### src/rtl/vram_arb_pkg.sv
// Shared types for the video RAM arbiter: CPU FSM states, grant encoding, read-tag record.
package vram_arb_pkg;

  localparam int STARVE_W = 8;
  localparam int STAT_W   = 16;

  typedef enum logic [1:0] {
    C_IDLE  = 2'd0,
    C_ISSUE = 2'd1,
    C_ACK   = 2'd2
  } cpu_state_e;

  typedef enum logic [1:0] {
    G_NONE = 2'd0,
    G_VGA  = 2'd1,
    G_CPU  = 2'd2
  } grant_e;

  typedef struct packed {
    logic vga_rd;
    logic vga_drop;
    logic cpu_rd;
  } tag_t;

  localparam logic [STAT_W-1:0] STAT_ONE = 1;

  function automatic logic [STAT_W-1:0] sat_inc(input logic [STAT_W-1:0] v);
    return (&v) ? v : v + STAT_ONE;
  endfunction

endpackage

### src/rtl/vram_arbiter_sat_counter16.sv
// 16-bit saturating event counter with synchronous clear taking priority over increment.
module sat_counter16
  import vram_arb_pkg::*;
(
  input  logic              clock,
  input  logic              resetn,
  input  logic              clr,
  input  logic              inc,
  output logic [STAT_W-1:0] count
);

  logic [STAT_W-1:0] count_q, count_d;

  always_comb begin
    count_d = count_q;
    if (clr)
      count_d = '0;
    else if (inc)
      count_d = sat_inc(count_q);
  end

  always_ff @(posedge clock or negedge resetn) begin
    if (!resetn)
      count_q <= '0;
    else
      count_q <= count_d;
  end

  assign count = count_q;

endmodule

### src/rtl/vram_arbiter.sv
// Single-port video RAM arbiter: VGA fetch has fixed priority, CPU gets a starvation-bounded slot.
// Optional statistics counters are built only when VRAM_ARB_STATS_EN is defined.
module vram_arbiter
  import vram_arb_pkg::*;
#(
  parameter int ADDR_W       = 12,
  parameter int DATA_W       = 8,
  parameter int STARVE_LIMIT = 8
) (
  input  logic              clock,
  input  logic              resetn,
  input  logic              vga_req,
  input  logic [ADDR_W-1:0] vga_addr,
  output logic              vga_valid,
  output logic              vga_drop,
  output logic [DATA_W-1:0] vga_rdata,
  input  logic              cpu_req,
  input  logic              cpu_we,
  input  logic [ADDR_W-1:0] cpu_addr,
  input  logic [DATA_W-1:0] cpu_wdata,
  output logic              cpu_ack,
  output logic [DATA_W-1:0] cpu_rdata,
  output logic [ADDR_W-1:0] ram_addr,
  output logic              ram_we,
  output logic [DATA_W-1:0] ram_wdata,
  input  logic [DATA_W-1:0] ram_rdata,
  input  logic              stat_clr,
  output logic [15:0]       stat_vga_drops,
  output logic [15:0]       stat_cpu_grants
);

  localparam logic [STARVE_W-1:0] LIMIT      = STARVE_W'(STARVE_LIMIT);
  localparam logic [STARVE_W-1:0] STARVE_ONE = 1;

  cpu_state_e          cstate_q, cstate_d;
  logic [STARVE_W-1:0] starve_q, starve_d;
  logic [ADDR_W-1:0]   ram_addr_q, ram_addr_d;
  logic [DATA_W-1:0]   ram_wdata_q, ram_wdata_d;
  logic                ram_we_q, ram_we_d;
  logic                cpu_ack_q, cpu_ack_d;
  tag_t                tag1_q, tag1_d, tag2_q;
  grant_e              grant;
  logic                cpu_cand;

  always_comb begin
    cpu_cand = (cstate_q == C_IDLE) && cpu_req;
    grant    = G_NONE;
    if (vga_req && cpu_cand)
      grant = (starve_q == LIMIT) ? G_CPU : G_VGA;
    else if (vga_req)
      grant = G_VGA;
    else if (cpu_cand)
      grant = G_CPU;
  end

  always_comb begin
    cstate_d  = cstate_q;
    cpu_ack_d = 1'b0;
    case (cstate_q)
      C_IDLE:  if (grant == G_CPU) cstate_d = C_ISSUE;
      C_ISSUE: begin
        cstate_d  = C_ACK;
        cpu_ack_d = 1'b1;
      end
      C_ACK:   cstate_d = C_IDLE;
      default: cstate_d = C_IDLE;
    endcase

    // Counter holds while the CPU is mid-transaction with its request still up.
    starve_d = starve_q;
    if (!cpu_req || grant == G_CPU)
      starve_d = '0;
    else if (cstate_q == C_IDLE && starve_q != LIMIT)
      starve_d = starve_q + STARVE_ONE;

    ram_addr_d  = ram_addr_q;
    ram_wdata_d = ram_wdata_q;
    ram_we_d    = 1'b0;
    case (grant)
      G_VGA: ram_addr_d = vga_addr;
      G_CPU: begin
        ram_addr_d  = cpu_addr;
        ram_wdata_d = cpu_wdata;
        ram_we_d    = cpu_we;
      end
      default: ;
    endcase

    tag1_d.vga_rd   = (grant == G_VGA);
    tag1_d.vga_drop = vga_req && (grant == G_CPU);
    tag1_d.cpu_rd   = (grant == G_CPU) && !cpu_we;
  end

  always_ff @(posedge clock or negedge resetn) begin
    if (!resetn) begin
      cstate_q    <= C_IDLE;
      starve_q    <= '0;
      ram_addr_q  <= '0;
      ram_wdata_q <= '0;
      ram_we_q    <= 1'b0;
      cpu_ack_q   <= 1'b0;
      tag1_q      <= '0;
      tag2_q      <= '0;
    end else begin
      cstate_q    <= cstate_d;
      starve_q    <= starve_d;
      ram_addr_q  <= ram_addr_d;
      ram_wdata_q <= ram_wdata_d;
      ram_we_q    <= ram_we_d;
      cpu_ack_q   <= cpu_ack_d;
      tag1_q      <= tag1_d;
      tag2_q      <= tag1_q;
    end
  end

  // A CPU read tag leaving the pipe must line up with the ack state.
  assert property (@(posedge clock) disable iff (!resetn) tag2_q.cpu_rd |-> cstate_q == C_ACK);

  assign ram_addr  = ram_addr_q;
  assign ram_we    = ram_we_q;
  assign ram_wdata = ram_wdata_q;
  assign vga_valid = tag2_q.vga_rd;
  assign vga_drop  = tag2_q.vga_drop;
  assign cpu_ack   = cpu_ack_q;
  assign vga_rdata = ram_rdata;
  assign cpu_rdata = ram_rdata;

`ifdef VRAM_ARB_STATS_EN
  sat_counter16 u_drop_cnt (
    .clock  (clock),
    .resetn (resetn),
    .clr    (stat_clr),
    .inc    (tag2_q.vga_drop),
    .count  (stat_vga_drops)
  );

  sat_counter16 u_grant_cnt (
    .clock  (clock),
    .resetn (resetn),
    .clr    (stat_clr),
    .inc    (grant == G_CPU),
    .count  (stat_cpu_grants)
  );
`else
  logic stat_clr_unused;
  assign stat_clr_unused = stat_clr;
  assign stat_vga_drops  = '0;
  assign stat_cpu_grants = '0;
`endif

endmodule

### config.mk
export PLATFORM = sky130hd
export DESIGN_NAME = vram_arbiter
export DESIGN_NICKNAME = d
export VERILOG_FILES = /design/src/rtl/vram_arb_pkg.sv /design/src/rtl/vram_arbiter_sat_counter16.sv /design/src/rtl/vram_arbiter.sv
export SDC_FILE = /design/constraint.sdc
export NUM_CORES = 1
export LEC_CHECK = 0
export ABC_AREA = 1
export BUFFER_PORTS_ARGS = -buffer_cell sky130_fd_sc_hd__clkbuf_2
export CORE_ASPECT_RATIO = 1.4
export CORE_MARGIN = 5
export CORE_UTILIZATION = 44
export DETAILED_ROUTE_END_ITERATION = 16
export GPL_ROUTABILITY_DRIVEN = 1
export GPL_TIMING_DRIVEN = 0
export MAX_ROUTING_LAYER = met4
export PLACE_DENSITY = 0.8
export SKIP_CTS_REPAIR_TIMING = 1
export SLEW_MARGIN = 20
export SYNTH_ARGS = -nofsm -noshare
export SYNTH_HDL_FRONTEND = slang
export SYNTH_SLANG_ARGS = --single-unit
### constraint.sdc
create_clock -name clock -period 2.2 [get_ports clock]
set_input_delay 0.33 -clock clock [delete_from_list [all_inputs] [get_ports clock]]
set_output_delay 0.33 -clock clock [all_outputs]
set_load 0.01 [all_outputs]
==> impl_metrics.ini <==
[outcome]
status = completed

[setup_path]
reg2reg_depth = 9
r2r_slack_ns = 0.16
critPathKind = flop to flop
worstSetupStartpointType = flop
crit_arrival_ns = 2.21
r2r_start = starve_q[0]
end_kind = flop
critPathRequiredTime_ns = 2.37
cp_max_fo = 10
regToRegEndpoint = ram_wdata[3]

[route]
via_count = 1805
dr.first_iter.drc_count = 89
routed_via_density = 4.38
postRouteAntennaNets = 0
wl_mm = 4.73
first_pass_iters = 4
drc = 0
wl_per_cell_um = 11.5

[synth]
syn_area_per_cell_um2 = 8.62
synth_seq_cells = 36
postSynthCellCount = 234
syn_area_um2 = 2020
ys_top_cells_by_area = dfrtp_1 45%, buf_4 18%, nand2_1 7.6%
ys_seq_area_share_pct = 44.6
yosys_warnings = 0
synth.top_cell.area_share_pct = 44.6
synth_cell_types = 20
synth_top_cell_by_area = dfrtp_1

[clock_network]
cts_buffers = 5
cts_max_level = 2
root_buffer = clkbuf_8
clk_pin_slew_ns = 0.08
cts_tree = built
cts_max_path_buffers = 2
clk_latency_ns = 0.29
clock_sinks = 36

[timing]
rsz0062_at_grt = false
report.final.slew_viol_count = 0
period_share_pct = 92.5
final.min_clock_period_ns = 2.04
worstMarginPinSlew_ns = 0.891
slew_headroom_pct = 40.6
max_clock_freq_mhz = 491
hold_viol = 0
finalSetupViolations = 0
skew_ns = 0.00570

[cells_and_area]
multi_input_area_um2 = 801
drive_above_1_share_pct = 45.1
register_area_um2 = 901
antennaDiodeCount = 0
area_growth_syn_to_layout_pct = 34.2
fillerInstances = 432
nNetsFinal = 400
fin_util_pct = 60.2

[pwr]
clkPwrFrac_pct = 26.8
p_total_uw = 1730
seqPwrFrac_pct = 46.2
power_switching_share_pct = 31.0
power_leakage_uw = 0.00157
p_per_area_nw_per_um2 = 637
max-vdd-ir-drop_uv = 348
p_int_uw = 1190
power_frac_comb_pct = 27.0
p_sw_uw = 535

[min_path]
hp-class = input port to async pin

[placed_design]
io_buffer_count = 76
finalWeightedCongestion = 0.845
dpl.hpwl_mm = 3.85

[die]
pin_count = 118
rows = 29
start_util_pct = 44.9
coreArea_um2 = 4500
die_w_um = 67.2
dieArea_um2 = 6060
die_y_um = 90.1

[grt]
grtUsageTotal_pct = 16.4
grt_max_degree = 37
grt-ovfl-total = 0
grt_pass1_wl_mm = 7.69
grt_pass1_vias = 1798
antenna_found_initial = 0

[flow_run]
timing.max_cap.violations = 0
through the flow:
step / worst slack, ns / setup TNS, ns / hold WS (ns) / cell area [µm²] / cells
4_1_cts: -0.0500 / -0.340 / 0.181 / 2680 / 411
6_report: 0.164 / 0 / 0.151 / 2710 / 412
5_1_grt: 0.0130 / 0 / 0.226 / 2710 / 412
3_3_place_gp: 0.0471 / 0 / 0.331 / 2590 / 403
2_1_floorplan: 0.287 / 0 / 0.0344 / 2130 / 265
3_5_place_dp: -0.0367 / -0.177 / 0.336 / 2590 / 403
how the worst max path moves through the flow:
stage | depth (start not counted) | endpoint | start | slack, ns
2_1_floorplan | 11 | ram_addr[10] | starve_q[0] | 0.29
3_3_place_gp | 11 | ram_addr[7] | starve_q[0] | 0.05
3_5_place_dp | 11 | ram_addr[4] | starve_q[0] | -0.04
4_1_cts | 11 | ram_addr[4] | starve_q[0] | -0.05
5_1_grt | 11 | ram_addr[9] | starve_q[0] | 0.01
6_report | 9 | ram_wdata[3] | starve_q[0] | 0.16
layer usage:
metal | GRT usage, % | up-vias | share of wire, %
li1 | - | 884 | -
met1 | 16.3 | 829 | 35
met2 | 29.5 | 87 | 52
met3 | 4.99 | 5 | 12
met4 | 5.08 | 0 | 1.2
met5 | - | - | 0
sequential cells by signal, summed over array words and instances, names as in the netlist:
signal,flops
starve_q,8
vga_drop,1
vga_valid,1
tag1_q,2
cstate_q,2
ram_we,1
ram_wdata,8
cpu_ack,1
ram_addr,12
power groups by stage:
stage	Combinational [µW]	Sequential, µW	Clock [µW]
after floorplan	241	847	0
after global placement	449	805	0
after detailed placement	462	811	0
after CTS	463	797	476
after global routing	514	809	511
final	466	797	463
cell families after synthesis:
family / synth area share [%]
AND/OR/NAND/NOR: 17.0
buffers and inverters: 22.2
flip-flops: 44.6
AO/OA/AOI/OAI: 7.93
multiplexers: 4.46
adder cells (fa/ha/maj): 3.10
other: 0.186
XOR/XNOR: 0.434
cells in the final DEF (no fill, tap or decap), types with 5 or more instances in the layout:
master / n
buf_4: 49
nor2_1: 26
inv_1: 15
a21oi_1: 25
clkbuf_8: 5
dfrtp_1: 36
mux2_2: 8
conb_1: 32
nand2_1: 39
clkbuf_2: 79
nand3_1: 6
cells in the mapped netlist:
| cell | instances |
|---|---|
| mux2_2 | 8 |
| conb_1 | 1 |
| nor2_4 | 3 |
| buf_2 | 1 |
| clkbuf_1 | 3 |
| nand4_1 | 3 |
| buf_4 | 48 |
| ha_1 | 5 |
| inv_2 | 3 |
| o21ai_1 | 5 |
| nand2_1 | 41 |
| xor2_1 | 1 |
| nor2_1 | 26 |
| dfrtp_1 | 36 |
| a21oi_1 | 26 |
| inv_1 | 15 |
| o21ai_0 | 1 |
| nand3_1 | 6 |
| nand3_2 | 1 |
| buf_1 | 1 |
critical path: stages, from the launching register on:
cell and delay, ns:
dfrtp_1 0.40, inv_1 0.12, ha_1 0.18, nand3_2 0.10
nor2_4 0.19, a21oi_2 0.09, inv_1 0.09, ha_1 0.15
buf_2 0.23, mux2_2 0.37
area by class of cell:
| cell class | instances | area share [%] |
|---|---|---|
| Tap cell | 62 | 2.87 |
| Multi-Input combinational cell | 158 | 29.6 |
| Timing Repair Buffer | 77 | 14.3 |
| Clock inverter | 3 | 0.693 |
| Inverter | 18 | 2.50 |
| Buffer | 53 | 14.2 |
| Clock buffer | 5 | 2.54 |
| Sequential cell | 36 | 33.3 |
(Power assumes the default switching activity.)
